**src/rtl/gcd_pkg.sv**
```systemverilog
// Shared types and defaults for the GCD host: FSM state encoding and default sizing.
package gcd_pkg;

  localparam int DATA_W_DEF = 8;
  localparam int TMO_DEF    = 64;

  typedef enum logic [1:0] {
    IDLE  = 2'd0,
    ISSUE = 2'd1,
    WAIT  = 2'd2,
    HOLD  = 2'd3
  } state_e;

endpackage

```
**src/rtl/gcd_host_timer.sv**
```systemverilog
// WAIT-state watchdog for the GCD host: counts enabled cycles from a clear and
// flags expiry on the TIMEOUT_CYC-th cycle, then saturates instead of wrapping.
module gcd_host_timer
  import gcd_pkg::*;
#(
  parameter int TIMEOUT_CYC = TMO_DEF
) (
  input  logic clk_i,
  input  logic rst_i,
  input  logic clr_i,
  input  logic en_i,
  output logic expire_o
);

  localparam int            TW   = $clog2(TIMEOUT_CYC);
  localparam logic [TW-1:0] LAST = TW'(TIMEOUT_CYC - 1);

  logic [TW-1:0] cnt_q, cnt_d;

  assign expire_o = (cnt_q == LAST);

  always_comb begin
    cnt_d = cnt_q;
    if (clr_i) begin
      cnt_d = '0;
    end else if (en_i && !expire_o) begin
      cnt_d = cnt_q + TW'(1);
    end
  end

  always_ff @(posedge clk_i or posedge rst_i) begin
    if (rst_i) begin
      cnt_q <= '0;
    end else begin
      cnt_q <= cnt_d;
    end
  end

endmodule

```
**src/rtl/gcd_host.sv**
```systemverilog
// Initiator for the GCD core START/DONE/ERROR handshake, bridging operand and result streams.
// Define GCD_HOST_ZCHK_EN to reject zero operands locally without issuing them to the core.
module gcd_host
  import gcd_pkg::*;
#(
  parameter int DATA_W      = DATA_W_DEF,
  parameter int TIMEOUT_CYC = TMO_DEF
) (
  input  logic              CLK,
  input  logic              RST,
  input  logic              IN_VALID,
  output logic              IN_READY,
  input  logic [DATA_W-1:0] IN_A,
  input  logic [DATA_W-1:0] IN_B,
  output logic              OUT_VALID,
  input  logic              OUT_READY,
  output logic [DATA_W-1:0] OUT_Y,
  output logic              OUT_ERR,
  output logic              OUT_TMO,
  output logic              GCD_START,
  output logic [DATA_W-1:0] GCD_A,
  output logic [DATA_W-1:0] GCD_B,
  input  logic [DATA_W-1:0] GCD_Y,
  input  logic              GCD_DONE,
  input  logic              GCD_ERROR
);

  state_e            state_q, state_d;
  logic [DATA_W-1:0] a_q, a_d, b_q, b_d, y_q, y_d;
  logic              start_q, start_d;
  logic              vld_q, vld_d;
  logic              err_q, err_d;
  logic              tmo_q, tmo_d;
  logic              expire;

  gcd_host_timer #(
    .TIMEOUT_CYC(TIMEOUT_CYC)
  ) u_timer (
    .clk_i   (CLK),
    .rst_i   (RST),
    .clr_i   (state_q == ISSUE),
    .en_i    (state_q == WAIT),
    .expire_o(expire)
  );

  assign IN_READY  = (state_q == IDLE);
  assign OUT_VALID = vld_q;
  assign OUT_Y     = y_q;
  assign OUT_ERR   = err_q;
  assign OUT_TMO   = tmo_q;
  assign GCD_START = start_q;
  assign GCD_A     = a_q;
  assign GCD_B     = b_q;

  always_comb begin
    state_d = state_q;
    a_d     = a_q;
    b_d     = b_q;
    start_d = 1'b0;
    vld_d   = vld_q;
    y_d     = y_q;
    err_d   = err_q;
    tmo_d   = tmo_q;
    unique case (state_q)
      IDLE: begin
        if (IN_VALID && IN_READY) begin
`ifdef GCD_HOST_ZCHK_EN
          if (IN_A == '0 || IN_B == '0) begin
            state_d = HOLD;
            vld_d   = 1'b1;
            y_d     = '0;
            err_d   = 1'b1;
            tmo_d   = 1'b0;
          end else
`endif
          begin
            a_d     = IN_A;
            b_d     = IN_B;
            start_d = 1'b1;
            state_d = ISSUE;
          end
        end
      end
      ISSUE: state_d = WAIT;
      WAIT: begin
        // DONE takes priority over a timeout expiring in the same cycle.
        if (GCD_DONE) begin
          y_d     = GCD_ERROR ? '0 : GCD_Y;
          err_d   = GCD_ERROR;
          tmo_d   = 1'b0;
          vld_d   = 1'b1;
          state_d = HOLD;
        end else if (expire) begin
          y_d     = '0;
          err_d   = 1'b0;
          tmo_d   = 1'b1;
          vld_d   = 1'b1;
          state_d = HOLD;
        end
      end
      HOLD: begin
        if (vld_q && OUT_READY) begin
          vld_d   = 1'b0;
          state_d = IDLE;
        end
      end
      default: state_d = IDLE;
    endcase
  end

  always_ff @(posedge CLK or posedge RST) begin
    if (RST) begin
      state_q <= IDLE;
      a_q     <= '0;
      b_q     <= '0;
      start_q <= 1'b0;
      vld_q   <= 1'b0;
      y_q     <= '0;
      err_q   <= 1'b0;
      tmo_q   <= 1'b0;
    end else begin
      state_q <= state_d;
      a_q     <= a_d;
      b_q     <= b_d;
      start_q <= start_d;
      vld_q   <= vld_d;
      y_q     <= y_d;
      err_q   <= err_d;
      tmo_q   <= tmo_d;
    end
  end

endmodule

```
**config.mk**
```make
export PLATFORM = sky130hd
export DESIGN_NAME = gcd_host
export DESIGN_NICKNAME = d
export VERILOG_FILES = /design/src/rtl/gcd_pkg.sv /design/src/rtl/gcd_host_timer.sv /design/src/rtl/gcd_host.sv
export SDC_FILE = /design/constraint.sdc
export NUM_CORES = 1
export LEC_CHECK = 0
export ABC_AREA = 0
export BUFFER_PORTS_ARGS = -buffer_cell sky130_fd_sc_hd__buf_4
export CAP_MARGIN = 10
export CORE_MARGIN = 8
export CORE_UTILIZATION = 51
export CTS_BUF_LIST = sky130_fd_sc_hd__clkbuf_4 sky130_fd_sc_hd__clkbuf_8
export CTS_CLUSTER_DIAMETER = 60
export DETAILED_ROUTE_END_ITERATION = 10
export PLACE_DENSITY = 0.81
export SYNTH_ARGS = -nofsm -noshare
export SYNTH_HDL_FRONTEND = slang
export SYNTH_SLANG_ARGS = --single-unit
```
**constraint.sdc**
```tcl
create_clock -name CLK -period 2 [get_ports CLK]
set_input_delay 0.5 -clock CLK [delete_from_list [all_inputs] [get_ports CLK]]
set_output_delay 0.5 -clock CLK [all_outputs]
set_load 0.01 [all_outputs]
```
Word level (Yosys, flattened, before mapping)
Index checks and enable logic that the tools add are counted.

storage, ports and cells
  register bits = 36
  input bits = 30
  output and inout bits = 29

operators by class
  $add $sub $neg = 1
  equal/unequal tests = 7
  mux-type cells = 19
  reductions and logical operators = 12

operators with widths
  cell                                                                     count
  8-bit two-way mux                                                        3
  6-bit two-way mux                                                        2
  1-bit two-way mux                                                        8
  2-bit two-way mux                                                        4
  2-bit one-hot mux with 4 select lines                                    1
  6-bit by 1-bit adder with 6-bit output, second input constant            1
  6-bit equality test, second input constant                               1
  3-bit AND reduction                                                      2
  2-bit nonzero test                                                       3
  2-bit equality test, second input constant                               2
  2-bit AND reduction                                                      2
  1-bit logical AND                                                        3
  3-bit inequality test, second input constant                             1
  2-bit by 1-bit equality test with 1-bit output, second input constant    1
  2-bit zero test                                                          1
  2-bit by 1-bit inequality test with 1-bit output, second input constant  1
  2-bit inequality test, second input constant                             1
  1-bit one-hot mux with 2 select lines                                    1
  1-bit zero test                                                          1

Depth between registers and ports, before layout
Gate-level depths: netlist (run 1).

  depth after elaboration = 5
  mapped depth = 6

Hierarchy
A second synthesis (run 1) with hierarchy kept.

second synthesis, totals
  cell total of the unflattened synthesis = 138
  area total of the unflattened synthesis = 1622.8 µm²

by module, submodules not included
  module          times used  cells an instance  area an instance (µm²)  sequential area each (µm²)
  gcd_host        1           101                1253.7                  750.7
  gcd_host_timer  1           37                 369.1                   150.1

Worst setup path before layout (run 1)
No wires, ideal clock.

  kind = register -> register
  start = register state_q[0]
  end = register a_q[1] (netlist: GCD_A[1])
  data arrival time = 1530 ps
  required time = 1875 ps
  path slack = 346 ps
  cell stages (with the launch flop) = 6
  buffers on the path = 1
  cell sequence = dfrtp_1 -> inv_1 -> ha_1 -> nand2_1 -> buf_2 -> mux2_2

on the way
  word-level cells in the longest chain between the ends = 3

ends and longest elaborated chain
  what                                      RTL line         RTL
  start, declared                           gcd_host.sv:28   state_e state_q, state_d;
  start signal, assigned                    gcd_host.sv:122  state_q <= state_d;
  2-bit zero test (*)                       gcd_host.sv:46   assign IN_READY = (state_q == IDLE);
  named net IN_READY                        gcd_host.sv:12   output logic IN_READY,
  1-bit logical AND                         gcd_host.sv:66   if (IN_VALID && IN_READY) begin
  2-bit AND reduction (no source line) (*)  -
  end signal, assigned                      gcd_host.sv:114  a_q <= '0;
  end signal, assigned                      gcd_host.sv:123  a_q <= a_d;
  end, declared                             gcd_host.sv:29   logic [DATA_W-1:0] a_q, a_d, b_q, b_d, y_q, y_d;

The timed path passes the listed nets; every way through them passes the cells marked *.
A chain may end at the register's enable or synchronous reset.

Final worst setup path (run 1)
  start = register state_q[1]
  end = output port IN_READY

on the way
  word-level cells in the longest chain between the ends = 1

ends and longest elaborated chain
  what             RTL line
  2-bit zero test  gcd_host.sv:46
  end, declared    gcd_host.sv:12

No other way between the ends.

==> flow_metrics.py, run 1 <==
metrics = {
    "die": {
        "row_count": 21,
        "start_util_pct": 52.5,
        "die-area_um2": 5530,
        "die_x_um": 74.4,
        "core_um2": 3310,
        "io_pins": 59,
        "die_h_um": 74.4,
    },
    "critical_path": {
        "crit_path_end_kind": "output pin",
        "startpoint_type": "register",
        "regToRegSetupSlack_ns": 0.32,
        "cp_slowest_cell": "dfrtp_1",
        "slowest_delay_ns": 0.44,
        "reg2reg_to": "u_timer.cnt_q[5]$_DFFE_PP0P_",
        "critPathKind": "register to output pin",
        "worstReg2RegStart": "state_q[0]$_DFFE_PP0P_",
        "crit_path_max_fanout": 4,
        "cp.required_ns": 1.50,
        "r2r_cells": 5,
        "cp_data_arrival_time_ns": 1.29,
        "crit_chain": "inv_1 > ha_1 > buf_4",
    },
    "placed_design": {
        "place_hpwl_mm": 3.24,
        "dpl_worst_slack_ns": 0.343,
        "portBuffers": 58,
        "gp_congestion": 0.811,
        "place_area_um2": 2190,
    },
    "grt": {
        "grt_overflow": 0,
        "grt_pass1_vias": 1508,
        "grt_pass1_wl_mm": 6.99,
        "antenna_found_initial": 0,
        "grt_max_degree": 37,
        "grt_usage_pct": 16.5,
    },
    "cells_and_area": {
        "fin_nets": 239,
        "drive_gt1_share_pct": 45.1,
        "multi_input_area_um2": 752,
        "seqCellArea_um2": 901,
        "fin_util_pct": 68.7,
        "final_common_cell": "buf_4",
        "final_area_um2": 2270,
        "area.growth.synth_to_final_pct": 30.8,
        "num_antenna_cells": 0,
        "nFillCells": 273,
        "layout_common_cells": "buf_4, dfrtp_1, mux2_2, a22o_1, a31o_1",
    },
    "synthesis": {
        "synth_nets": 178,
        "async_flop_share_pct": 100,
        "yosysTopAreaCell": "dfrtp_1",
        "synthCells": 142,
        "syn_avg_cell_area_um2": 12.2,
        "yosysWarnings": 0,
        "yosysTopAreaCellShare_pct": 51.8,
        "ys_ff_latch": 36,
        "synth_edf_count": 0,
        "ys_seq_area_share_pct": 51.8,
        "synthFlopType": "dfrtp_1",
        "synth_area_leaders": "dfrtp_1, mux2_2, ha_1",
        "synth.distinct_cells": 37,
        "netlist_area_um2": 1740,
    },
    "outcome": {
        "status": "completed",
    },
    "timing": {
        "fmax_mhz": 559,
        "timing_hold_violations_final": 0,
        "setup_viol": 0,
        "setup_tns_ns": 0,
        "hold_slack_ns": 0.262,
        "rsz0062_at_grt": "false",
        "period_minus_slack_ns": 1.79,
        "relSlewSlack_pct": 70.0,
        "worst_slew_pin_slew_ns": 0.451,
        "slew_viol_final": 0,
        "fin_skew_ns": 0.00356,
        "fin_crit_sh_pct": 89.4,
        "worst_slack_ns": 0.211,
    },
    "pwr": {
        "power.leakage_nw": 1.08,
        "ir_worst_vdd_v": 0.000810,
        "p_per_area_nw_per_um2": 1460,
    },
    "clock_tree": {
        "postCtsHoldBufs": 0,
        "clkLatencyLatePin_ns": 0.33,
        "ctsHtreeMaxLevel": 2,
        "cts_sinks": 36,
        "cts_buffers": 5,
        "cts_buffer_depth": 2,
        "cts_resized": 0,
        "clkSlewWorstSetupHoldPaths_ns": 0.11,
        "post_cts_buffers": 0,
        "cts_tree": "done",
        "root_buffer": "clkbuf_4",
    },
    "drt": {
        "first_pass_iters": 4,
        "drt-total-wl_mm": 4.24,
        "antenna_left": 0,
        "wl_met2_mm": 2.12,
        "vias": 1381,
        "wl_per_cell_um": 16.9,
        "wl_met3_um": 401,
        "wirelength_met1_mm": 1.65,
        "routed.top_layer": "met4",
        "drt_iter0_drc": 58,
        "viasPerCell": 5.52,
        "drc_errors": 0,
    },
    "min_path": {
        "hold_path.class": "input port to asynchronous set/reset pin",
    },
    "run": {
        "drv_cap": 0,
    },
}
worst max path at each step:
stage,from,slack (ns),to
after floorplan,state_q[0]$_DFFE_PP0P_,0.35,GCD_A[1]$_DFFE_PP0P_
after global placement,state_q[0]$_DFFE_PP0P_,0.42,u_timer.cnt_q[5]$_DFFE_PP0P_
after detailed placement,state_q[0]$_DFFE_PP0P_,0.34,u_timer.cnt_q[5]$_DFFE_PP0P_
after CTS,state_q[1]$_DFFE_PP0P_,0.22,IN_READY
after global routing,state_q[1]$_DFFE_PP0P_,0.15,IN_READY
final,state_q[1]$_DFFE_PP0P_,0.21,IN_READY
routing by layer:
| layer | vias up | track usage, % |
|---|---|---|
| met1 | 686 | 17.7 |
| met4 | 0 | 5.87 |
| met5 | - | 0 |
| met2 | 46 | 27.2 |
| met3 | 6 | 8.36 |
| li1 | 643 | - |
final cells by class:
cell class | instances | share of cell area, %
Timing Repair Buffer | 61 | 20.1
Inverter | 7 | 1.16
Sequential cell | 36 | 39.6
Clock buffer | 6 | 1.98
Clock inverter | 2 | 1.54
Tap cell | 46 | 2.53
Multi-Input combinational cell | 92 | 33.1
critical path, delay by kind of cell, from the launching register on:
kind,cells,cell delay (ns)
flops,1,0.44
buf+inv,2,0.28
fa+ha+maj,1,0.23
state kept, by name, summed over array words and instances, names as in the netlist:
name	flops
GCD_B	8
OUT_VALID	1
GCD_A	8
OUT_ERR	1
u_timer.cnt_q	6
OUT_Y	8
OUT_TMO	1
state_q	2
GCD_START	1
Yosys cell counts, types with 2 or more instances:
master    instances
nand2_1           5
nor2_1            4
buf_6             4
inv_1             5
nor3_1            3
a31oi_1           5
ha_1              6
o21ai_0           3
a31o_1            8
a21oi_1           4
a22o_1            8
nor2b_1           2
and2_1            2
mux2_2           17
nand3_1           4
buf_2             3
nand2b_1          4
dfrtp_1          36
power breakdown:
part           internal, mW  switching (mW)  total, mW  leakage [nW]
Sequential             1.03           0.216       1.25         0.426
Combinational         0.875           0.685       1.56         0.607
Clock                 0.276           0.234      0.510        0.0456
metrics by stage:
stage | power, mW | std cells
2_1_floorplan | 2.14 | 142
3_3_place_gp | 2.75 | 242
3_5_place_dp | 2.83 | 242
4_1_cts | 3.35 | 250
5_1_grt | 3.54 | 250
6_report | 3.32 | 250
logic make-up after synthesis:
family | after synthesis | share of synthesized area (%)
AOI/OAI and AO/OA | 38 | 17.6
DFF | 36 | 51.8
and+or+nand+nor | 30 | 9.78
muxes | 18 | 11.6
buffers and inverters | 14 | 4.96
adders and majority gates | 6 | 4.32
(Power assumes the default switching activity.)
==> inputs of run 2 (changes only) <==
Settings changed: CELL_PAD_IN_SITES_DETAIL_PLACEMENT set to 1, CELL_PAD_IN_SITES_GLOBAL_PLACEMENT set to 2, CORE_UTILIZATION 51 to 32, PLACE_DENSITY 0.81 to unset, PLACE_DENSITY_LB_ADDON set to 0.1, SLEW_MARGIN set to 20.
==> flow_metrics.py, run 2 (synthesis results as in run 1) <==
metrics = {
    "clock_tree": {
        "root_buffer": "clkbuf_8",
        "ctsHtreeMaxLevel": 2,
        "cts_tree": "done",
        "cts_buffers": 5,
        "cts_buffer_depth": 2,
        "clkLatencyLatePin_ns": 0.29,
        "cts_resized": 0,
        "postCtsHoldBufs": 0,
        "clkSlewWorstSetupHoldPaths_ns": 0.08,
        "cts_sinks": 36,
        "post_cts_buffers": 0,
    },
    "pwr": {
        "p_int_mw": 2.28,
        "power_switching_share_pct": 34.2,
        "power_frac_comb_pct": 45.7,
        "ir_worst_vdd_v": 0.000572,
        "power.leakage_nw": 1.09,
        "switching_power_mw": 1.19,
        "clockPowerShare_pct": 18.3,
        "p_per_area_nw_per_um2": 1480,
        "power_frac_seq_pct": 36.0,
    },
    "critical_path": {
        "critPathBufInv": 2,
        "crit_chain": "inv_1 > ha_1 > buf_4",
        "cp.required_ns": 1.50,
        "cp_data_arrival_time_ns": 1.24,
        "crit_path_end_kind": "output pin",
        "critPathKind": "register to output pin",
        "crit_path_max_fanout": 4,
        "slowest_delay_ns": 0.42,
        "cp_top_family": "flip-flops",
        "cp_slowest_cell": "dfrtp_1",
        "startpoint_type": "register",
    },
    "grt": {
        "grt_pass1_vias": 1607,
        "antenna_found_initial": 0,
        "grt_max_degree": 37,
        "grt_usage_pct": 12.0,
        "grt_pass1_wl_mm": 7.89,
        "grt_overflow": 0,
    },
    "outcome": {
        "status": "completed",
    },
    "min_path": {
        "hold_path.class": "input port to asynchronous set/reset pin",
    },
    "timing": {
        "fin_skew_ns": 0.00667,
        "relSlewSlack_pct": 69.4,
        "rsz0062_at_grt": "false",
        "timing_hold_violations_final": 0,
        "worst_slew_pin_slew_ns": 0.460,
        "fmax_mhz": 575,
        "setup_tns_ns": 0,
        "setup_viol": 0,
        "fin_crit_sh_pct": 87.0,
        "worst_slack_ns": 0.261,
        "period_minus_slack_ns": 1.74,
        "slew_viol_final": 0,
    },
    "die": {
        "start_util_pct": 32.4,
        "row_count": 27,
        "die_x_um": 89.7,
        "core_um2": 5370,
        "die-area_um2": 8050,
        "io_pins": 59,
        "die_h_um": 89.7,
    },
    "drt": {
        "drt_iter0_drc": 35,
        "viasPerCell": 5.01,
        "vias": 1382,
        "first_pass_iters": 4,
        "antenna_left": 0,
        "drc_errors": 0,
        "drt-total-wl_mm": 4.72,
        "wl_per_cell_um": 17.1,
    },
    "cells_and_area": {
        "drive_gt1_share_pct": 45.1,
        "multi_input_area_um2": 752,
        "area.growth.synth_to_final_pct": 34.5,
        "final_common_cell": "buf_4",
        "fin_nets": 239,
        "num_antenna_cells": 0,
        "layout_common_cells": "buf_4, dfrtp_1, mux2_2, a22o_1, a31o_1",
        "stdcell_count": 276,
        "nFillCells": 577,
        "seqCellArea_um2": 901,
    },
    "placed_design": {
        "place_inst": 268,
        "place_hpwl_mm": 3.67,
        "dpl_worst_slack_ns": 0.274,
        "portBuffers": 58,
        "gp_congestion": 0.727,
    },
    "run": {
        "drv_cap": 0,
    },
}
-- run 2: layout make-up --
type,instances,area share [%]
sequential,36,38.5
timing repair buffer,61,19.6
tap,72,3.85
multi-input combinational,92,32.2
clock buffer,5,2.94
clock inverter,3,1.82
inverter,7,1.12
-- run 2: per-stage QoR --
stage | instance area [um2] | hold WS (ns) | utilization [%] | total power [mW]
after detailed placement | 2230 | 0.501 | 41.5 | 2.88
after global placement | 2230 | 0.489 | 41.5 | 2.78
after floorplan | 1740 | 0.503 | - | 2.14
after CTS | 2340 | 0.329 | 43.5 | 3.53
after global routing | 2340 | 0.350 | 43.5 | 3.72
final | 2340 | 0.319 | 43.5 | 3.46
-- run 2: worst paths after layout --
check	startpoint	end	slack, ns	cells after the start
max in group asynchronous	RST	GCD_B[3]$_DFFE_PP0P_	1.36	3
max	state_q[1]$_DFFE_PP0P_	IN_READY	0.26	3
min in group CLK	IN_A[4]	GCD_A[4]$_DFFE_PP0P_	0.44	2
min	RST	GCD_A[1]$_DFFE_PP0P_	0.32	3
min reg2reg	GCD_A[3]$_DFFE_PP0P_	GCD_A[3]$_DFFE_PP0P_	0.52	1
max reg2reg	state_q[0]$_DFFE_PP0P_	u_timer.cnt_q[5]$_DFFE_PP0P_	0.28	5
-- run 2: layer usage --
layer	vias to the layer above	routed length [um]	track usage [%]	part of all wire [%]
met3	6	378	5.49	8.0
met4	0	48	4.09	1.0
met2	40	2430	21.2	51
li1	638	-	-	-
met1	698	1870	12.3	40
met5	-	0	0	0
-- run 2: power groups by stage --
stage / Clock (mW) / Combinational, mW / Sequential (mW)
CTS: 0.660 / 1.62 / 1.25
finish: 0.633 / 1.58 / 1.25
detailed placement: 0 / 1.62 / 1.26
floorplan: 0 / 0.801 / 1.34
global placement: 0 / 1.55 / 1.23
global route: 0.683 / 1.74 / 1.29
-- run 2: tightest hold or removal path, cell delays in order --
cell   delay (ns)
buf_4        0.11
inv_1        0.04
buf_4        0.40
==> inputs of run 3 (changes only) <==
Settings changed: CORE_UTILIZATION 32 to 31, CTS_BUF_LIST sky130_fd_sc_hd__clkbuf_4 sky130_fd_sc_hd__clkbuf_8 to unset.
==> flow_metrics.py, run 3 (synthesis results as in run 1) <==
metrics = {
    "outcome": {
        "status": "completed",
    },
    "drt": {
        "viasPerCell": 4.96,
        "drt-total-wl_mm": 4.75,
        "first_pass_iters": 4,
        "vias": 1375,
        "wl_per_cell_um": 17.1,
        "antenna_left": 0,
        "drc_errors": 0,
        "drt_iter0_drc": 57,
    },
    "run": {
        "drv_cap": 0,
    },
    "critical_path": {
        "r2r_cells": 5,
        "cp_slowest_cell": "dfrtp_1",
        "cp.required_ns": 1.50,
        "crit_chain": "inv_1 > ha_1 > buf_4",
        "startpoint_type": "register",
        "regToRegSetupSlack_ns": 0.31,
        "startpoint": "state_q[1]$_DFFE_PP0P_",
        "worstReg2RegStart": "state_q[0]$_DFFE_PP0P_",
        "crit_path_max_fanout": 4,
        "crit_path_end_kind": "output pin",
        "slowest_delay_ns": 0.42,
        "cp_data_arrival_time_ns": 1.23,
        "reg2reg_to": "u_timer.cnt_q[5]$_DFFE_PP0P_",
        "crit_path_end": "IN_READY",
        "critPathKind": "register to output pin",
    },
    "cells_and_area": {
        "fin_nets": 240,
        "layout_common_cells": "buf_4, dfrtp_1, mux2_2, a22o_1, a31o_1",
        "seqCellArea_um2": 901,
        "nFillCells": 627,
        "area.growth.synth_to_final_pct": 33.5,
        "drive_gt1_share_pct": 45.4,
        "num_antenna_cells": 0,
        "final_common_cell": "buf_4",
        "multi_input_area_um2": 752,
    },
    "die": {
        "die_x_um": 90.9,
        "core_um2": 5470,
        "io_pins": 59,
        "start_util_pct": 31.8,
        "die_h_um": 90.9,
        "row_count": 27,
        "die-area_um2": 8260,
    },
    "clock_tree": {
        "clkSlewWorstSetupHoldPaths_ns": 0.07,
        "cts_resized": 0,
        "cts_sinks": 36,
        "root_buffer": "clkbuf_8",
        "cts_buffer_depth": 2,
        "cts_buffers": 5,
        "ctsHtreeMaxLevel": 2,
        "cts_tree": "done",
        "clkLatencyLatePin_ns": 0.29,
        "post_cts_buffers": 0,
        "postCtsHoldBufs": 0,
    },
    "grt": {
        "grt_overflow": 0,
        "antenna_found_initial": 0,
        "grt_pass1_wl_mm": 8.20,
        "grt_max_degree": 32,
        "grt_usage_pct": 12.1,
        "grt_pass1_vias": 1604,
    },
    "pwr": {
        "switching_power_mw": 1.18,
        "power_switching_share_pct": 35.3,
        "power_frac_seq_pct": 37.6,
        "p_total_mw": 3.34,
        "power.leakage_nw": 1.09,
        "p_per_area_nw_per_um2": 1440,
        "p_int_mw": 2.16,
        "clockPowerShare_pct": 15.2,
        "ir_worst_vdd_v": 0.000672,
        "power_frac_comb_pct": 47.2,
    },
    "timing": {
        "fin_skew_ns": 0.00661,
        "setup_tns_ns": 0,
        "relSlewSlack_pct": 72.6,
        "timing_hold_violations_final": 0,
        "rsz0062_at_grt": "false",
        "slew_viol_final": 0,
        "fin_crit_sh_pct": 86.3,
        "period_minus_slack_ns": 1.73,
        "setup_viol": 0,
        "fmax_mhz": 579,
        "worst_slew_pin_slew_ns": 0.411,
    },
    "min_path": {
        "hold_path.class": "input port to asynchronous set/reset pin",
    },
    "placed_design": {
        "portBuffers": 58,
        "place_hpwl_mm": 3.73,
        "gp_congestion": 0.758,
    },
}
## run 3: worst min-delay path by stage
stage / end / slack [ns] / start
3_5_place_dp: GCD_A[2]$_DFFE_PP0P_ / 0.43 / RST
3_3_place_gp: GCD_A[2]$_DFFE_PP0P_ / 0.42 / RST
5_1_grt: GCD_A[1]$_DFFE_PP0P_ / 0.12 / RST
4_1_cts: GCD_A[2]$_DFFE_PP0P_ / 0.11 / RST
2_1_floorplan: u_timer.cnt_q[4]$_DFFE_PP0P_ / 0.50 / u_timer.cnt_q[4]$_DFFE_PP0P_
6_report: GCD_A[3]$_DFFE_PP0P_ / 0.12 / RST
## run 3: critical path, delay by kind of cell, from the launching register on
| family | cells | cell delay, ns |
|---|---|---|
| buf+inv | 2 | 0.29 |
| fa+ha+maj | 1 | 0.23 |
| flops | 1 | 0.42 |
## run 3: layer usage
layer	global-route usage, %	vias up	wire length (um)
met5	0	-	0
met4	3.55	0	53
met3	4.41	6	315
met2	21.4	40	2480
met1	13.3	688	1900
li1	-	641	-
## run 3: cell type report
cell class	count	share of cell area, %
tap	72	3.88
timing repair buffer	62	20.0
clock buffer	5	2.96
multi-input combinational	92	32.4
clock inverter	3	0.808
inverter	7	1.13
sequential	36	38.8
## run 3: power groups by stage
stage	Sequential, mW	Combinational (mW)	Clock, mW
2_1_floorplan	1.34	0.801	0
3_3_place_gp	1.25	1.57	0
3_5_place_dp	1.27	1.62	0
4_1_cts	1.26	1.62	0.533
5_1_grt	1.30	1.74	0.569
6_report	1.26	1.58	0.506
## run 3: metrics by stage
step                      hold WS, ns  utilization [%]  worst slack (ns)  std cells  instance area, um2
after floorplan                 0.503                -             0.346        142                1740
after global placement          0.424             40.8             0.378        269                2230
after detailed placement        0.435             40.8             0.307        269                2230
after CTS                       0.114             42.4             0.263        277                2320
after global routing            0.120             42.4             0.105        277                2320
final                           0.122             42.4             0.274        277                2320
